## src/rtl/tamagotchi_pkg.sv

```systemverilog
// Shared types and constants for the tamagotchi input conditioning stage.
// Default cycle counts assume a 50 MHz clk.
package tamagotchi_pkg;

  typedef enum logic [1:0] {
    IDLE    = 2'd0,
    PRESSED = 2'd1,
    HELD    = 2'd2
  } btn_state_t;

  localparam logic [1:0] SEL_SALUD     = 2'd0;
  localparam logic [1:0] SEL_ENERGIA   = 2'd1;
  localparam logic [1:0] SEL_HAMBRE    = 2'd2;
  localparam logic [1:0] SEL_DIVERSION = 2'd3;

  localparam int DEF_DEBOUNCE_CYCLES   = 500_000;      // 10 ms
  localparam int DEF_LONG_PRESS_CYCLES = 100_000_000;  // 2 s
  localparam int DEF_SYNC_STAGES       = 2;

  // Counter width for a count of n, never narrower than one bit.
  function automatic int cnt_width(input int n);
    return ($clog2(n) < 1) ? 1 : $clog2(n);
  endfunction

endpackage

```

## src/rtl/tamagotchi_input_cond_sync_debounce.sv

```systemverilog
// Synchronizer chain followed by a stable-value debouncer, with registered
// one-cycle rise/fall pulses that coincide with the new stable value.
module sync_debounce
  import tamagotchi_pkg::*;
#(
  parameter int SYNC_STAGES     = DEF_SYNC_STAGES,
  parameter int DEBOUNCE_CYCLES = DEF_DEBOUNCE_CYCLES,
  parameter bit IDLE_VALUE      = 1'b0
) (
  input  logic clk,
  input  logic rst_n,
  input  logic din,
  output logic stable,
  output logic rise,
  output logic fall
);

  localparam int CNT_W = cnt_width(DEBOUNCE_CYCLES);
  localparam logic [CNT_W-1:0] CNT_LAST = CNT_W'(DEBOUNCE_CYCLES - 1);

  logic [SYNC_STAGES-1:0] sync_reg;
  logic [CNT_W-1:0]       cnt_reg;
  logic                   stable_reg;
  logic                   rise_reg;
  logic                   fall_reg;
  logic                   synced;

  assign synced = sync_reg[SYNC_STAGES-1];

  // Plain shift chain: nothing between the stages.
  always_ff @(posedge clk) begin
    if (!rst_n) begin
      sync_reg <= {SYNC_STAGES{IDLE_VALUE}};
    end else begin
      sync_reg <= {sync_reg[SYNC_STAGES-2:0], din};
    end
  end

  always_ff @(posedge clk) begin
    if (!rst_n) begin
      stable_reg <= IDLE_VALUE;
      cnt_reg    <= '0;
      rise_reg   <= 1'b0;
      fall_reg   <= 1'b0;
    end else begin
      rise_reg <= 1'b0;
      fall_reg <= 1'b0;
      if (synced == stable_reg) begin
        cnt_reg <= '0;
      end else if (cnt_reg == CNT_LAST) begin
        stable_reg <= synced;
        cnt_reg    <= '0;
        rise_reg   <= synced;
        fall_reg   <= ~synced;
      end else begin
        cnt_reg <= cnt_reg + 1'b1;
      end
    end
  end

  assign stable = stable_reg;
  assign rise   = rise_reg;
  assign fall   = fall_reg;

endmodule

```

## src/rtl/tamagotchi_input_cond.sv

```systemverilog
// Conditions the light sensor and the TEST/SEL buttons for the tamagotchi FSM:
// debounced light level with edge pulses, TEST long-press toggle, SEL index.
module tamagotchi_input_cond
  import tamagotchi_pkg::*;
#(
  parameter int DEBOUNCE_CYCLES   = DEF_DEBOUNCE_CYCLES,
  parameter int LONG_PRESS_CYCLES = DEF_LONG_PRESS_CYCLES,
  parameter int SYNC_STAGES       = DEF_SYNC_STAGES
) (
  input  logic       clk,
  input  logic       rst_n,
  input  logic       light_raw,
  input  logic       btn_test_n,
  input  logic       btn_sel_n,
  output logic       ledsign,
  output logic       light_rise,
  output logic       light_fall,
  output logic       test_mode,
  output logic [1:0] sel,
  output logic       sel_pulse
);

  localparam int BTN_TEST = 0;
  localparam int BTN_SEL  = 1;
  localparam int HOLD_W   = cnt_width(LONG_PRESS_CYCLES);
  localparam logic [HOLD_W-1:0] HOLD_LAST = HOLD_W'(LONG_PRESS_CYCLES - 1);

  logic [1:0] btn_raw;
  logic [1:0] btn_level;
  logic [1:0] btn_rise;
  logic [1:0] btn_fall;
  logic [1:0] short_evt;
  logic [1:0] long_evt;
  logic       unused_btn;

  logic       test_mode_reg;
  logic [1:0] sel_reg;
  logic       sel_pulse_reg;

  assign btn_raw = {btn_sel_n, btn_test_n};

  sync_debounce #(
    .SYNC_STAGES    (SYNC_STAGES),
    .DEBOUNCE_CYCLES(DEBOUNCE_CYCLES),
    .IDLE_VALUE     (1'b0)
  ) u_light (
    .clk   (clk),
    .rst_n (rst_n),
    .din   (light_raw),
    .stable(ledsign),
    .rise  (light_rise),
    .fall  (light_fall)
  );

  genvar gi;
  generate
    for (gi = 0; gi < 2; gi++) begin : g_btn
      btn_state_t        state_reg;
      logic [HOLD_W-1:0] hold_reg;
      logic              short_reg;
      logic              long_reg;

      sync_debounce #(
        .SYNC_STAGES    (SYNC_STAGES),
        .DEBOUNCE_CYCLES(DEBOUNCE_CYCLES),
        .IDLE_VALUE     (1'b1)
      ) u_deb (
        .clk   (clk),
        .rst_n (rst_n),
        .din   (btn_raw[gi]),
        .stable(btn_level[gi]),
        .rise  (btn_rise[gi]),
        .fall  (btn_fall[gi])
      );

      // Buttons are active-low: a debounced level of 1 means released.
      always_ff @(posedge clk) begin
        if (!rst_n) begin
          state_reg <= IDLE;
          hold_reg  <= '0;
          short_reg <= 1'b0;
          long_reg  <= 1'b0;
        end else begin
          short_reg <= 1'b0;
          long_reg  <= 1'b0;
          case (state_reg)
            IDLE: begin
              if (!btn_level[gi]) begin
                state_reg <= PRESSED;
                hold_reg  <= '0;
              end
            end
            PRESSED: begin
              if (btn_level[gi]) begin
                short_reg <= 1'b1;
                state_reg <= IDLE;
              end else if (hold_reg == HOLD_LAST) begin
                long_reg  <= 1'b1;
                state_reg <= HELD;
              end else if (hold_reg != {HOLD_W{1'b1}}) begin
                hold_reg <= hold_reg + 1'b1;
              end
            end
            HELD: begin
              if (btn_level[gi]) begin
                state_reg <= IDLE;
              end
            end
            default: state_reg <= IDLE;
          endcase
        end
      end

      assign short_evt[gi] = short_reg;
      assign long_evt[gi]  = long_reg;
    end
  endgenerate

  // Button edge pulses and the TEST short press carry no action here.
  assign unused_btn = ^{btn_rise, btn_fall, short_evt[BTN_TEST]};

  always_ff @(posedge clk) begin
    if (!rst_n) begin
      test_mode_reg <= 1'b0;
      sel_reg       <= SEL_SALUD;
      sel_pulse_reg <= 1'b0;
    end else begin
      test_mode_reg <= test_mode_reg ^ long_evt[BTN_TEST];
      sel_pulse_reg <= long_evt[BTN_SEL] | short_evt[BTN_SEL];
      if (long_evt[BTN_SEL]) begin
        sel_reg <= SEL_SALUD;
      end else if (short_evt[BTN_SEL]) begin
        sel_reg <= sel_reg + 2'd1;
      end
    end
  end

  assign test_mode = test_mode_reg;
  assign sel       = sel_reg;
  assign sel_pulse = sel_pulse_reg;

endmodule
```

## config.mk

```make
export PLATFORM = sky130hd
export DESIGN_NAME = tamagotchi_input_cond
export DESIGN_NICKNAME = d
export VERILOG_FILES = /design/src/rtl/tamagotchi_pkg.sv /design/src/rtl/tamagotchi_input_cond_sync_debounce.sv /design/src/rtl/tamagotchi_input_cond.sv
export SDC_FILE = /design/constraint.sdc
export NUM_CORES = 1
export LEC_CHECK = 0
export ABC_AREA = 1
export CAP_MARGIN = 20
export CORE_MARGIN = 8
export CORE_UTILIZATION = 60
export DETAILED_ROUTE_END_ITERATION = 10
export PLACE_DENSITY = 0.89
export RECOVER_POWER = 100
export SYNTH_ARGS = -nofsm -noshare
export SYNTH_HDL_FRONTEND = slang
export SYNTH_SLANG_ARGS = --single-unit
```

## constraint.sdc

```tcl
create_clock -name clk -period 3.5 [get_ports clk]
set_input_delay 0.525 -clock clk [delete_from_list [all_inputs] [get_ports clk]]
set_output_delay 0.525 -clock clk [all_outputs]
set_load 0.03 [all_outputs]
```

# After elaboration in Yosys (flattened, before gate mapping)
# Index checks and enable logic that the tools add are counted.
# Widths: inputs -> output; s select.
classes:
  bitwise_logic: 10
  eq_ne: 26
  addsub: 6
  reduce_logical: 19
  muxes: 23
op_table:
  columns: ["cell", "n"]
  rows:
  - ["$mux 27", 8]
  - ["$pmux 27 s2", 2]
  - ["$add 19x1->19 const B", 3]
  - ["$eq 19x19->1 const B", 3]
  - ["$add 27x1->27 const B", 2]
  - ["$eq 27x27->1 const B", 2]
  - ["$ne 27x27->1 const B", 2]
  - ["$reduce_or 3->1", 6]
  - ["$mux 2", 8]
  - ["$ne 2x2->1 const B", 8]
  - ["$pmux 2 s3", 2]
  - ["$reduce_and 5->1", 2]
  - ["$not 1->1", 8]
  - ["$reduce_and 2->1", 4]
  - ["$ne 3x2->1 const B", 2]
  - ["$reduce_and 3->1", 2]
  - ["$eq 2x1->1 const B", 2]
  - ["$eq 2x2->1 const B", 2]
  - ["$logic_not 2->1", 2]
  - ["$ne 2x1->1 const B", 2]
  - ["$reduce_bool 2->1", 2]
  - ["$eq 1x1->1", 3]
  - ["$mux 1", 3]
  - ["$add 2x1->2 const B", 1]
  - ["3 further kinds", 3]
word_totals:
  input_bits: 5
  output_inout_bits: 7
  register_bits: 133
  word_cells: 105

# Depth between registers and ports, before layout
# Gate-level depths: netlist (run 1).
logic_depth:
  depth_word: 5
  depth_mapped: 12
  depth_no_buf: 12

# Modules after synthesis
# From an unflattened synthesis (run 1), not the netlist that was laid out.
hier_totals:
  cells_unflattened: 1234
  hier_area_um2: 7865.0
modules_own_cells:
  columns: ["mod", "area_per_inst_um2", "cells_per_inst", "seq_area_each_um2", "n_inst"]
  rows:
  - ["tamagotchi_input_cond", 4261.6, 711, 1301.2, 1]
  - ["sync_debounce at g_btn[0].u_deb ...", 1201.2, 174, 480.5, 2]
  - ["sync_debounce at u_light", 1201.2, 175, 480.5, 1]

# Worst setup path before layout (run 1)
# No wires, ideal clock.
synth_path:
  kind: "register to register"
  startpoint: "register g_btn[1].hold_reg[0]"
  endpoint: "register g_btn[1].hold_reg[10]"
  arrival_ns: 1.521
  setup_slack_ns: 1.866
  n_path_buf: 1
  required_ns: 3.386
  setup_time_ns: 0.114
  stages_incl_launch_ff: 12
  synth_period_minus_slack_ns: 1.634
  cell_sequence: "dfxtp_1 -> ha_1 -> nand3_1 -> inv_1 -> nand2_2 -> nor2_2 -> nand3_1 -> nand2_2 -> nor2_4 -> buf_2 -> a21oi_1 -> nor2_1"
synth_via:
  elab_chain_len: 5
  word_cells_on_any_way: 10
  classes_between: "add/sub: 1; eq/ne: 4; mux: 4; reduce/logical: 1"
synth_rtl:
  columns: ["item", "line", "source"]
  rows:
  - ["start: declaration", "tamagotchi_input_cond.sv:59", "logic [HOLD_W-1:0] hold_reg;"]
  - ["start signal: assignment", "tamagotchi_input_cond.sv:101", "hold_reg <= hold_reg + 1'b1;"]
  - ["$add 27x1->27", "tamagotchi_input_cond.sv:101", null]
  - ["$mux 27", "tamagotchi_input_cond.sv:100", "end else if (hold_reg != {HOLD_W{1'b1}}) begin"]
  - ["$mux 27", "tamagotchi_input_cond.sv:97", "end else if (hold_reg == HOLD_LAST) begin"]
  - ["$mux 27", "tamagotchi_input_cond.sv:94", "if (btn_level[gi]) begin"]
  - ["$pmux 27 s2", "tamagotchi_input_cond.sv:86", "case (state_reg)"]
# Parallel ways exist; a longest one is shown, timed or not. The select of a mux whose other input is x is not followed.
# A chain may end at the register's enable or synchronous reset.

# Final worst setup path (run 1)
layout_path:
  startpoint: "register g_btn[0].hold_reg[1]"
  endpoint: "register g_btn[0].hold_reg[15]"
layout_via:
  elab_chain_len: 5
  word_cells_on_any_way: 10
  classes_between: "add/sub: 1; eq/ne: 4; mux: 4; reduce/logical: 1"
layout_rtl:
  columns: ["item", "line"]
  rows:
  - ["start: declaration", "tamagotchi_input_cond.sv:59"]
  - ["start signal: assignment", "tamagotchi_input_cond.sv:101"]
  - ["$add 27x1->27", "tamagotchi_input_cond.sv:101"]
  - ["$mux 27", "tamagotchi_input_cond.sv:100"]
  - ["$mux 27", "tamagotchi_input_cond.sv:97"]
  - ["$mux 27", "tamagotchi_input_cond.sv:94"]
  - ["$pmux 27 s2", "tamagotchi_input_cond.sv:86"]
# Parallel ways exist; a longest one is shown, timed or not. The select of a mux whose other input is x is not followed.

==> results.txt, run 1 <==
Initial DRT Pass Iterations = 6
Number of global-route vias before repair = 6525
Setup violators final = 0
DR vias = 7270
Rows = 40
Unrepaired setup endpoints after global routing = false
Worst Slack Setup Final = 0.905 ns
Pre-CTS WS = 1.09 ns
Reg2Reg Depth = 10
Tot Pwr = 3.35 mW
Layout Cells excl Fill = 1351
Cts hold-fix bufs = 0
Syn Nets = 1171
LEAKAGE = 3.03 nW
PostCTS Resize Cnt = 0
Distinct cells, synth = 39
Critical Path Fanout Max = 12
Max-cap check violation count = 0
Clock Latency Late Sink = 0.43 ns
Mux contribution to synthesized area = 0%
Critical path endpoint category = register
Peak Freq = 385 MHz
Clock root buffer master = clkbuf_16
Routed len/inst = 12.3 um
Post-synth EDFFs = 0
Synthesized area = 7420 sq um
Initial DRC count = 762
Post-CTS Repair Setup Buffers = 0
Die Height = 127 um
GR Util All Layers = 20.9%
Largest family of logic cells by synthesized area = simple AND/OR/NAND/NOR gates
CP arrival = 2.94 ns
Num CTS Buffers = 17
Critical path destination = g_btn[0].hold_reg[15]
Post-Synth Simple-Gate Area = 42.7%
Main synth FF type = dfxtp_1
Compound-Gate Fraction of Synth Area = 7.64%
Adder-Cell Fraction of Synth Area = 1.01%
Fin area = 8180 sq um
Top-count cell post-synth = nand2_1
Drt total wl = 16600 um
Area leader, netlist = dfxtp_1
Crit path required time = 3.85 ns
Minimum clock period = 2.59 ns
Status = finished, final reports clean
First-pass GRT wire length = 28400 um
Longest Clk Path Bufs = 2
Worst hold path class = reg2reg
Remaining DRCs = 0
Half-perimeter wire length after placement = 11200 um
Crit path from = g_btn[0].hold_reg[1]
CTS tree = yes
Layout cells sized above 1 = 5.83%
Syn Inst Count = 1160
Yosys Warn Count = 0
Worst-Margin Slew = 0.868 ns
Syn avg cell area = 6.39 sq um
Via-to-Cell Ratio = 5.38
R2R Setup Slk = 0.91 ns
PD cells = 410 nW/um^2
Die width = 127 um
RePlAce Congestion = 0.978
Core ar. = 12100 sq um
Commonest cells in the netlist = 320 x nand2_1, 218 x nor2_1, 133 x dfxtp_1
Fraction of synthesized cell area in xor and xnor cells = 3.90%
CTS Sinks = 133
Antenna fix cells = 0
PortBufs = 11
Grt total ovfl = 0
RR Startpoint = g_btn[0].hold_reg[1]
Asr flop ratio synth = 0%
Peak VDD IR = 325 uV
Yosys reg bits = 133
Area after DPL = 7630 sq um
Synth area leaders = dfxtp_1 36%, nand2_1 16%, nor2_1 11%
Final nets = 1181
Hold Vio Cnt, Final = 0
Inst Count DP = 1319
DIE AREA = 16200 sq um
Max reg flops = 54
Final max-slew violation count = 0
Largest net degree at the start of global routing = 45
Clock transition at path regs = 0.06 ns
Rel. slew slack = 41.9%
Worst Setup Start Kind = register
I/O pin cnt = 12
R2r endpoint = g_btn[0].hold_reg[15]
Detail Route Antenna Nets = 0
Share of the synthesized area in the top cell type = 35.9%
Kind of critical path = reg2reg
Initial antenna violation count = 0
Starting density of the core = 61.5%
Final period util = 74.1%
Synth-to-Final Area Change = 10.3%
H-tree Lvls = 4
Register area share after synthesis = 35.9%
Clock skew = 0.00470 ns
Setup TNS = 0 ns
## through the flow
stage          utilization, %  hold slack (ns)
2_1_floorplan               -            0.390
3_3_place_gp             63.3            0.397
5_1_grt                  67.8            0.434
6_report                 67.8            0.416
4_1_cts                  68.3            0.420
3_5_place_dp             63.3            0.407
## logic make-up (layout without fill, tap and decap cells)
| logic type | Yosys count | in the layout |
|---|---|---|
| compound gates | 100 | 100 |
| xor+xnor | 33 | 33 |
| fa+ha+maj | 6 | 6 |
| buf+inv | 161 | 184 |
| flops | 133 | 133 |
| simple gates | 727 | 727 |
## critical path, stage by stage, from the launching register on
cell     delay [ns]
dfxtp_1        0.33
ha_1           0.22
nand2_1        0.10
nor2_1         0.11
nand2_4        0.11
inv_1          0.07
nand3_1        0.38
nand2_1        0.17
nor2_1         0.70
nand2_1        0.15
a21oi_1        0.18
## placed cells by master, fill, tap and decap left out, types with 10 or more instances in the layout
cell type,synthesis,layout
inv_1,130,131
clkbuf_16,0,17
nand2_1,320,322
a21oi_1,50,54
nor2_1,218,221
or2_2,10,10
dfxtp_1,133,133
nand4_1,32,32
nor3b_1,11,11
xor2_1,24,24
o21ai_0,22,23
nor3_1,37,37
nand3_1,62,64
## routing by layer
| metal | vias up | part of all wire [%] | global-route usage (%) |
|---|---|---|---|
| met5 | - | 0 | 0 |
| met4 | 0 | 2.2 | 9.59 |
| met3 | 38 | 5.5 | 4.03 |
| met2 | 222 | 49 | 35.9 |
| met1 | 3306 | 44 | 24.8 |
| li1 | 3704 | - | - |
## layout make-up
type	count	area, sq um
Sequential cell	133	2660
Multi-Input combinational cell	866	4050
Tap cell	168	210
Timing Repair Buffer	16	144
Fill cell	1009	3880
Inverter	136	510
Clock inverter	11	125
Clock buffer	21	480
## worst min path at each step
stage / from / endpoint / slack [ns] / cells after the start
6_report: g_btn[0].u_deb.sync_reg[0] / g_btn[0].u_deb.sync_reg[1] / 0.42 / 1
5_1_grt: g_btn[0].u_deb.sync_reg[0] / g_btn[0].u_deb.sync_reg[1] / 0.43 / 1
4_1_cts: g_btn[0].u_deb.sync_reg[0] / g_btn[0].u_deb.sync_reg[1] / 0.42 / 1
3_5_place_dp: g_btn[1].u_deb.sync_reg[0] / g_btn[1].u_deb.sync_reg[1] / 0.41 / 1
3_3_place_gp: g_btn[0].u_deb.sync_reg[0] / g_btn[0].u_deb.sync_reg[1] / 0.40 / 1
2_1_floorplan: u_light.sync_reg[0] / u_light.sync_reg[1] / 0.39 / 2
## power by group
part	leakage, nW	internal (mW)	total (mW)	switching (mW)
registers	1.07	1.52	1.52	0.00248
clock network	0.295	1.12	1.79	0.671
logic	1.66	0.0118	0.0395	0.0276
total	3.03	2.65	3.35	0.701
Power figures use the tool's default switching activity.
==> run 2, diff against run 1 <==
Settings changed: CORE_UTILIZATION 60 to 57.
Clock period 3.5 ns to 2.22 ns, I/O delays scaled along.
==> run 2 against run 1 <==
  * Maximum frequency is 27% higher
  * Count of clock-buffer cells in the layout is 1 higher
  * First-iteration DRC count is 31% lower
  * Highest routed layer unchanged
  * Sequential share of layout area is 0.54 points lower
  * Non-clock buffer count is 15 higher
  * Largest cell class unchanged
==> results.txt, run 2 (synthesis results as in run 1) <==
Via-to-Cell Ratio = 5.35 (-0.65%)
Most common cell after layout, fill and taps aside = nand2_1
Status = finished, final reports clean
Worst-Margin Slew = 0.619 ns (-0.249 ns)
Initial DRC count = 524 (-31%)
Delay-heaviest family, CP = simple AND/OR/NAND/NOR gates
Num CTS Buffers = 17 (unchanged)
Setup TNS = 0 ns (unchanged)
First-pass GRT wire length = 29300 um (+3.2%)
Synth-to-Final Area Change = 12.2%
Layout cells sized above 1 = 7.59% (+1.8 points)
Cts hold-fix bufs = 0 (unchanged)
Internal = 4.11 mW (+55%)
PD cells = 622 nW/um^2 (+52%)
Peak Freq = 491 MHz (+27%)
Largest net degree at the start of global routing = 37 (-18%)
LEAKAGE = 3.09 nW (+1.8%)
Critical path endpoint category = register
Clock skew = 0.00518 ns (+0.000486 ns)
Number of global-route vias before repair = 6764 (+3.7%)
Final nets = 1197 (+1.4%)
H-tree Lvls = 4 (unchanged)
Worst path bufs/invs = 1 (unchanged)
GR Util All Layers = 21.2% (+0.25 points)
PostCTS Resize Cnt = 0 (unchanged)
RePlAce Congestion = 0.931 (-4.9%)
Layout Cells excl Fill = 1371 (+1.5%)
Clock network power share = 52.3% (-1.2 points)
Peak VDD IR = 607 uV (+87%)
Detail Route Antenna Nets = 0 (unchanged)
Grt total ovfl = 0 (unchanged)
Minimum clock period = 2.04 ns (-0.556 ns)
DIE AREA = 16900 sq um (+4.6%)
Fillers = 1036 (+2.7%)
Clock transition at path regs = 0.05 ns (about the same)
Rows = 41 (+2.5%)
Sw Ratio = 20.5% (-0.41 points)
Rel. slew slack = 58.7% (+17 points)
CP arrival = 2.35 ns (-0.59 ns)
Clock root buffer master = clkbuf_16
Starting density of the core = 58.5% (-3.0 points)
Half-perimeter wire length after placement = 11800 um (+4.9%)
Drt total wl = 17300 um (+3.9%)
Remaining DRCs = 0 (unchanged)
Die Height = 130 um (+2.3%)
Antenna fix cells = 0 (unchanged)
CTS tree = yes
Kind of critical path = reg2reg
Inst Count DP = 1338 (+1.4%)
Worst hold path class = reg2reg
PortBufs = 11 (unchanged)
Setup violators final = 0 (unchanged)
Sequential Power Share = 46.4% (+1.0 points)
Slowest cell on the critical path = dfxtp_1
DR vias = 7330 (+0.83%)
Most used cell along the critical path = nand2_1
Hold Vio Cnt, Final = 0 (unchanged)
Core ar. = 12700 sq um (+5.1%)
Post-CTS Repair Setup Buffers = 0 (unchanged)
Clock Latency Late Sink = 0.42 ns (about the same)
Critical Path Fanout Max = 34 (+22)
Unrepaired setup endpoints after global routing = false
Combinational share of power = 1.4% (+0.2 points)
I/O pin cnt = 12 (unchanged)
CTS Sinks = 133 (unchanged)
Final period util = 91.8% (+18 points)
Longest Clk Path Bufs = 2 (unchanged)
Die width = 130 um (+2.3%)
Max-cap check violation count = 0 (unchanged)
Crit-path max cell delay = 0.38 ns (-0.32 ns)
Worst Setup Start Kind = register
Switching pwr = 1.06 mW (+51%)
Final max-slew violation count = 0 (unchanged)
Initial DRT Pass Iterations = 5 (-1)
Most frequent cells in the layout = 322 x nand2_1, 219 x nor2_1, 133 x dfxtp_1, 130 x inv_1, 62 x nand3_1
Critical-path cell list = ha_1 > nand2_1 > nor2_4 > nand2_4 > nor2_4 > nand4_4 > buf_4 > nand3_4 > nand2_1 > nand2_1 > nor2_1
Initial antenna violation count = 0 (unchanged)
Max reg flops = 54 (unchanged)
Routed len/inst = 12.6 um (+2.4%)
Crit path required time = 2.53 ns (-1.32 ns)
-- run 2: cell types whose count changed in the layout (fill, tap and decap cells not counted), moves of 2 or more --
cell,delta
a21oi_1,-4
a21oi_2,+4
buf_4,+10
clkbuf_1,+3
clkbuf_2,+4
clkbuf_8,-2
clkinv_2,+3
clkinv_4,-4
nand3_1,-2
nor2_1,-2
nor2_4,+2
-- run 2: worst paths after layout --
kind / from / to / slack [ns] / cells after the start
setup / recovery: g_btn[0].hold_reg[1] / g_btn[0].hold_reg[21] / 0.18 / 11
hold / removal: g_btn[0].u_deb.sync_reg[0] / g_btn[0].u_deb.sync_reg[1] / 0.42 / 1
setup reg to reg: g_btn[0].hold_reg[1] / g_btn[0].hold_reg[21] / 0.18 / 11
hold reg to reg: g_btn[0].u_deb.sync_reg[0] / g_btn[0].u_deb.sync_reg[1] / 0.42 / 1
-- run 2: power groups by stage --
stage | sequential [mW] | combinational [mW] | clock [mW]
after floorplan | 2.45 | 0.0424 | 0
after CTS | 2.40 | 0.0717 | 2.74
after global routing | 2.40 | 0.0772 | 2.85
final | 2.40 | 0.0700 | 2.71
after detailed placement | 2.45 | 0.0714 | 0
after global placement | 2.45 | 0.0708 | 0
-- run 2: cell type report --
class / instances / area (sq um) / share of cell area [%]
Tap cell: 172 / 215 / 2.59
Clock buffer: 22 / 464 / 5.58
Timing Repair Buffer: 31 / 259 / 3.11
Multi-Input combinational cell: 867 / 4100 / 49.3
Sequential cell: 133 / 2660 / 32.0
Clock inverter: 10 / 105 / 1.26
Inverter: 136 / 510 / 6.14
-- run 2: metrics by stage --
stage                     area [sq um]  hold WS (ns)  power (mW)  setup WS, ns  util (%)
after CTS                         8330         0.420        5.21        0.0505      65.7
after detailed placement          7760         0.402        2.52        0.0915      61.3
after global placement            7760         0.408        2.52         0.163      61.3
after floorplan                   7420         0.390        2.49         0.586         -
after global routing              8320         0.428        5.33        0.0116      65.7
final                             8320         0.415        5.17         0.181      65.7
-- run 2: routing by layer --
layer	share of wire, %	wire length, um	GRT usage [%]
met4	2.2	381	9.63
met1	45	7710	25.3
met5	0	0	0
met3	6.2	1070	5.02
met2	47	8090	35.4
-- run 2: worst reg2reg max path: cells and delay by family, from the launching register on --
| family | cells | cell delay (ns) |
|---|---|---|
| fa+ha+maj | 1 | 0.23 |
| flops | 1 | 0.38 |
| simple gates | 9 | 1.12 |
| buf+inv | 1 | 0.19 |
==> run 3, diff against run 2 <==
Settings changed: CORE_UTILIZATION 57 to 45, PLACE_DENSITY 0.89 to 0.75, RECOVER_POWER 100 to default, SKIP_CTS_REPAIR_TIMING from default to 1.
==> run 3 against run 2 <==
  * Combinational power is 2% lower
  * Maximum frequency is 2.7% higher
  * Sequential power hardly changed
  * First-iteration DRC count is 15% lower
  * Count of clock-buffer cells in the layout is 5 lower
  * Critical path type unchanged
  * Critical endpoint is now g_btn[0].hold_reg[16]
  * Largest cell class unchanged
==> results.txt, run 3 (synthesis results as in run 1) <==
Die Height = 144 um (+11%)
Reg2Reg Depth = 10 (-1)
Slowest cell on the critical path = dfxtp_1
CP arrival = 2.34 ns (about the same)
DR vias = 7082 (-3.4%)
Antenna fix cells = 0 (unchanged)
Worst hold path class = reg2reg
Clock transition at path regs = 0.06 ns (about the same)
Most frequent cells in the layout = 320 x nand2_1, 217 x nor2_1, 133 x dfxtp_1, 130 x inv_1, 62 x nand3_1
DIE AREA = 20800 sq um (+23%)
GR Util All Layers = 17.5% (-3.7 points)
Minimum clock period = 1.98 ns (-0.0541 ns)
Internal = 4.30 mW (+4.5%)
I/O pin cnt = 12 (unchanged)
Setup violators final = 0 (unchanged)
Hold Vio Cnt, Final = 0 (unchanged)
Worst Setup Start Kind = register
Fin util = 51.5% (-14 points)
Max reg flops = 54 (unchanged)
Initial DRT Pass Iterations = 5 (unchanged)
Via-to-Cell Ratio = 5.01 (-6.3%)
RePlAce Congestion = 0.899 (-3.4%)
Number of global-route vias before repair = 6685 (-1.2%)
CTS tree = yes
Routed len/inst = 12.1 um (-4.2%)
Detail Route Antenna Nets = 0 (unchanged)
Rel. slew slack = 61.6% (+2.9 points)
LEAKAGE = 3.05 nW (-1.0%)
Clock Latency Late Sink = 0.42 ns (about the same)
Final nets = 1192 (-0.42%)
Hold depth = 1 (unchanged)
Critical Path Fanout Max = 34 (unchanged)
Largest net degree at the start of global routing = 45 (+22%)
Unrepaired setup endpoints after global routing = false
Clock skew = 0.00567 ns (+0.000487 ns)
Half-perimeter wire length after placement = 11900 um (+0.66%)
Sw Ratio = 21.1% (+0.62 points)
Grt total ovfl = 0 (unchanged)
PD cells = 648 nW/um^2 (+4.2%)
Switching pwr = 1.15 mW (+8.6%)
Rows = 47 (+15%)
Starting density of the core = 45.4% (-13 points)
Kind of critical path = reg2reg
Num CTS Buffers = 17 (unchanged)
Clock root buffer master = clkbuf_16
Remaining DRCs = 0 (unchanged)
Peak Freq = 504 MHz (+2.7%)
Sequential Power Share = 44.0% (-2.4 points)
Crit path required time = 2.58 ns (+0.05 ns)
Layout cells sized above 1 = 7.87% (+0.28 points)
Crit-path max cell delay = 0.38 ns (about the same)
Critical path endpoint category = register
Synth-to-Final Area Change = 13.4%
Initial DRC count = 444 (-15%)
First-pass GRT wire length = 29800 um (+1.7%)
Max-cap check violation count = 0 (unchanged)
H-tree Lvls = 4 (unchanged)
PortBufs = 11 (unchanged)
Final period util = 89.4% (-2.4 points)
Setup TNS = 0 ns (unchanged)
Worst-Margin Slew = 0.576 ns (-0.0433 ns)
Core ar. = 16300 sq um (+29%)
Drt total wl = 17000 um (-1.2%)
WHS = 0.426 ns (+0.0106 ns)
Initial antenna violation count = 0 (unchanged)
Final max-slew violation count = 0 (unchanged)
Combinational share of power = 1.3% (about the same)
Clock network power share = 54.8% (+2.5 points)
Most common cell after layout, fill and taps aside = nand2_1
Status = finished, final reports clean
Peak VDD IR = 642 uV (+5.8%)
Die width = 144 um (+11%)
Longest Clk Path Bufs = 2 (unchanged)
Critical-path cell list = ha_1 > nand2_1 > nor2_4 > nand2_4 > inv_2 > nand3_4 > buf_4 > nand3_4 > nand2_1 > a21oi_2
CTS Sinks = 133 (unchanged)
## run 3: path summary, 6_finish.rpt
| kind | from | to | slack, ns |
|---|---|---|---|
| max | g_btn[0].hold_reg[1] | g_btn[0].hold_reg[16] | 0.24 |
| min | g_btn[0].u_deb.sync_reg[0] | g_btn[0].u_deb.sync_reg[1] | 0.43 |
| max reg2reg | g_btn[0].hold_reg[1] | g_btn[0].hold_reg[16] | 0.24 |
| min reg2reg | g_btn[0].u_deb.sync_reg[0] | g_btn[0].u_deb.sync_reg[1] | 0.43 |
## run 3: area by class of cell
| class | instances | area (sq um) |
|---|---|---|
| multi-input combinational | 867 | 4110 |
| timing repair buffer | 26 | 223 |
| fill | 1607 | 7930 |
| sequential | 133 | 2660 |
| clock buffer | 17 | 425 |
| inverter | 136 | 510 |
| tap | 220 | 275 |
| clock inverter | 15 | 204 |
## run 3: metrics by stage
stage	power (mW)	cell area (sq um)	cells	setup slack, ns
4_1_cts	5.51	8400	1413	0.0562
5_1_grt	5.63	8410	1414	0.00522
2_1_floorplan	2.49	7420	1160	0.586
3_5_place_dp	2.52	7770	1381	0.0858
3_3_place_gp	2.52	7770	1381	0.172
6_report	5.45	8410	1414	0.236
## run 3: power by group through the flow
stage	logic, mW	clock network (mW)	registers, mW
finish	0.0686	2.99	2.40
global route	0.0773	3.15	2.40
CTS	0.0694	3.04	2.40
detailed placement	0.0686	0	2.45
global placement	0.0676	0	2.45
floorplan	0.0424	0	2.45
## run 3: worst max-delay path, delay by kind of cell, from the launching register on
kind            cells  cell delay (ns)
flops               1             0.38
fa+ha+maj           1             0.22
simple gates        6             0.87
buf+inv             2             0.28
compound gates      1             0.15
## run 3: per-layer routing
| layer | track usage (%) | routed length [um] |
|---|---|---|
| met1 | 21.3 | 7840 |
| met5 | 0 | 0 |
| met3 | 3.57 | 854 |
| met4 | 6.74 | 297 |
| met2 | 29.6 | 8050 |
==> RTL edit 1: new RTL, flow settings as in run 2 <==
Set the package constant `DEF_SYNC_STAGES` to 4 (it was 2).
--- a/src/rtl/tamagotchi_pkg.sv
+++ b/src/rtl/tamagotchi_pkg.sv
@@ -16,5 +16,5 @@
   localparam int DEF_DEBOUNCE_CYCLES   = 500_000;      // 10 ms
   localparam int DEF_LONG_PRESS_CYCLES = 100_000_000;  // 2 s
-  localparam int DEF_SYNC_STAGES       = 2;
+  localparam int DEF_SYNC_STAGES       = 4;
 
   // Counter width for a count of n, never narrower than one bit.
Check against the original RTL: same outputs for any inputs over 10 cycles, from zero or initial values and one cycle with rst_n low; that may be too few to reach the edited logic, so the function may still have changed.
==> RTL edit 1 against run 2 <==
  * Cell area is 2.3% higher
  * Critical path type unchanged
  * Largest cell class unchanged
  * Critical path depth is 1 lower
  * Synthesized area grew 2.4%
  * Wire length up 5.7%
  * Cell count grew 2.2%
  * Power rose by 3.5%
  * Setup slack improved by 0.022 ns
  * Sequential cell count is 6 higher
==> RTL edit 1: results <==
group,metric,value,unit
run_status,status,"completed",
timing,tightest_slew,0.729,ns
power_and_ir_drop,ir_worst_vdd,0.521,mV
placement,dpl.cell_count,1369,
synthesis,yosysSeqAreaShare,36.7,%
global_routing,grt_max_degree,36,
route,wl,18200,µm
route,routed_via_density,5.39,
global_routing,grt_pass1_vias,6883,
critical_path,max_stage_delay,0.42,ns
synthesis,netlist_top_cells_area,"dfxtp_1 37%, nand2_1 16%, nor2_1 9.7%, inv_1 7.2%, nand3_1 6.3%",
synthesis,synth_common_cells,"326 x nand2_1, 196 x nor2_1, 145 x inv_1",
global_routing,grt_first_pass_wirelength,30900,µm
synthesis,synth_nets,1197,
critical_path,worstPathMaxFanout,9,
cts,htreeDepth,4,
timing,fin_skew,0.00681,ns
synthesis,avgSynthCellArea,6.40,µm²
route,vias,7549,
placement,dpl.hpwl,12600,µm
cells_and_area,drive_gt1_share,7.84,%
power_and_ir_drop,leakage,3.18,nW
route,drtPass1Iterations,8,
power_and_ir_drop,switching_share,23.4,%
placement,routabilityCongestion,0.935,
route,drt_iter0_drc,706,
## RTL edit 1: cell count changes after synthesis, sizes merged, moves of 7 or more
cell,run 2,this run
nor2,229,204
nand3,65,100
nand2,328,337
a21oi,59,44
xor2,24,17
inv,133,145
## RTL edit 1: cell families after synthesis
kind of cell | Yosys count | synth area share (%)
buffers and inverters | 172 | 9.10
DFF | 139 | 36.7
and+or+nand+nor | 755 | 43.9
xor gates and xnor gates | 27 | 3.11
AOI/OAI and AO/OA | 87 | 6.26
adders and majority gates | 6 | 0.989
## RTL edit 1: per-stage QoR
step           setup WS (ns)  area (µm²)
2_1_floorplan          0.502        7590
3_3_place_gp           0.290        7960
3_5_place_dp           0.191        7960
4_1_cts                0.225        8530
5_1_grt               0.0117        8510
6_report               0.204        8510
## RTL edit 1: timing repair
item	CTS	global route
setup buffers	0	0
resized for setup	0	1
setup endpoints to repair	0	2
## RTL edit 1: power by group through the flow
stage	clock [W]	sequential, W	combinational (W)
after floorplan	0	0.00256	0.0000386
after CTS	0.00281	0.00250	0.0000616
after global placement	0	0.00256	0.0000592
final	0.00279	0.00250	0.0000569
after detailed placement	0	0.00256	0.0000615
after global routing	0.00294	0.00250	0.0000639
## RTL edit 1: final cells by class
type / count / area (µm²)
inverters: 147 / 553
fillers: 1172 / 4630
well taps: 176 / 220
multi-input cells: 875 / 4120
clock inverters: 15 / 154
clock buffers: 17 / 425
flip-flops and latches: 139 / 2780
repair buffers: 32 / 259
## RTL edit 1: worst paths after layout
path / start / to / slack [ns] / cells after the start
worst min-delay path: g_btn[0].u_deb.sync_reg[0]$_SDFF_PN1_ / g_btn[0].u_deb.sync_reg[1]$_SDFF_PN1_ / 0.42 / 1
worst min register to register: g_btn[0].u_deb.sync_reg[0]$_SDFF_PN1_ / g_btn[0].u_deb.sync_reg[1]$_SDFF_PN1_ / 0.42 / 1
worst max register to register: g_btn[1].hold_reg[0]$_SDFFE_PN0P_ / g_btn[1].hold_reg[0]$_SDFFE_PN0P_ / 0.20 / 10
worst max-delay path: g_btn[1].hold_reg[0]$_SDFFE_PN0P_ / g_btn[1].hold_reg[0]$_SDFFE_PN0P_ / 0.20 / 10
## RTL edit 1: routing by layer
metal / up-vias / track usage (%) / wire, µm
li1: 3832 / - / -
met1: 3391 / 25.0 / 8040
met2: 269 / 35.1 / 8640
met3: 57 / 4.38 / 1030
met4: 0 / 11.2 / 536
met5: - / 0 / 0
==> RTL edit 2: new RTL, config.mk and constraints of run 2 <==
Without the edit above. Encoding of `btn_state_t`: now one-hot (3 bits for 3 states).
--- a/src/rtl/tamagotchi_pkg.sv
+++ b/src/rtl/tamagotchi_pkg.sv
@@ -3,8 +3,8 @@
 package tamagotchi_pkg;
 
-  typedef enum logic [1:0] {
-    IDLE    = 2'd0,
-    PRESSED = 2'd1,
-    HELD    = 2'd2
+  typedef enum logic [2:0] {
+    IDLE    = 3'b001,
+    PRESSED = 3'b010,
+    HELD    = 3'b100
   } btn_state_t;
 
Formal check against the unedited RTL: same outputs for any inputs over 10 cycles, from zero or initial values and one cycle with rst_n low; not proved beyond that.
==> RTL edit 2 against run 2 <==
  * Wire length is 3.7% higher
  * Sequential cell count rose by 2
  * Critical endpoint is now g_btn[0].hold_reg[2]$_SDFFE_PN0P_
  * Power increased by 6.6%
  * Synthesized area rose by 1.3%
  * Cell area rose by 1.8%
  * Sequential share of layout area fell by 0.10 points
  * Setup slack worse by 0.053 ns
==> RTL edit 2: results <==
group,metric,value,unit
cells_and_area,drive_gt1_share,6.99,%
synthesis,synth_nets,1195,
timing,tightest_slew,0.579,ns
power_and_ir_drop,ir_worst_vdd,0.562,mV
critical_path,crit_arrival,2.45,ns
critical_path,rr_worst_depth,12,
synthesis,yosysSeqAreaShare,36.0,%
critical_path,endpoint,"g_btn[0].hold_reg[2]$_SDFFE_PN0P_",
placement,routabilityCongestion,0.946,
route,vias,7594,
global_routing,grt_first_pass_wirelength,30400,µm
cells_and_area,clock_area_share,7.53,%
cells_and_area,buffer_area_share,2.82,%
worst_hold_path,min-delay-start,"g_btn[1].u_deb.sync_reg[0]$_SDFF_PN1_",
run_status,status,"completed",
route,avgRoutedWirePerCell,12.9,µm
global_routing,grt_pass1_vias,6990,
cells_and_area,buffers,29,
synthesis,synth_cell_types,36,
route,drt_iter0_drc,752,
route,drtPass1Iterations,6,
cts,clock_sinks,135,
cells_and_area,multi_input_area_share,49.1,%
synthesis,netlist_top_cells_area,"dfxtp_1 36%, nand2_1 16%, nor2_1 11%, nand3_1 8.0%, inv_1 6.6%",
critical_path,rr_startpoint,"g_btn[0].hold_reg[0]$_SDFFE_PN0P_",
critical_path,worstPathMaxFanout,16,
timing,holdWs,0.428,ns
worst_hold_path,whs_endpoint,"g_btn[1].u_deb.sync_reg[1]$_SDFF_PN1_",
synthesis,synth_common_cells,"316 x nand2_1, 215 x nor2_1, 135 x dfxtp_1",
critical_path,r2r_slack,0.13,ns
RTL edit 2: logic make-up after synthesis:
family | after synthesis | share of synthesized area [%]
adder cells (fa/ha/maj) | 6 | 0.999
buffers and inverters | 165 | 8.89
XOR/XNOR | 28 | 3.26
AND/OR/NAND/NOR | 763 | 44.0
AO/OA/AOI/OAI | 87 | 6.83
flip-flops | 135 | 36.0
RTL edit 2: metrics by stage:
step           instances  utilization (%)  area, µm²  worst slack (ns)
6_report            1392             65.0       8470             0.128
5_1_grt             1392             65.0       8470            0.0148
4_1_cts             1392             65.0       8470            0.0762
3_5_place_dp        1360             60.1       7830             0.138
3_3_place_gp        1360             60.1       7830             0.243
2_1_floorplan       1184                -       7510             0.525
RTL edit 2: worst max-delay path, cell delays in order (launching register included):
cell     delay [ns]
dfxtp_1        0.40
ha_2           0.26
nand3_2        0.11
inv_2          0.13
nand2_4        0.09
nor2_4         0.17
nand3_2        0.07
nand2_1        0.10
nand2_4        0.15
buf_4          0.24
nand3_1        0.08
nand2_1        0.07
nor2_1         0.14
RTL edit 2: power by group through the flow:
stage               Clock [W]  Combinational (W)  Sequential [W]
finish                0.00301          0.0000700         0.00243
global route          0.00313          0.0000774         0.00243
CTS                   0.00302          0.0000724         0.00243
detailed placement          0          0.0000714         0.00249
global placement            0          0.0000704         0.00249
floorplan                   0          0.0000433         0.00249
RTL edit 2: routing by layer:
layer | track usage (%) | wire length, µm | vias to the layer above
li1 | - | - | 3811
met1 | 24.4 | 7560 | 3448
met2 | 37.7 | 8690 | 277
met3 | 5.28 | 1070 | 58
met4 | 10.8 | 571 | 0
met5 | 0 | 0 | -
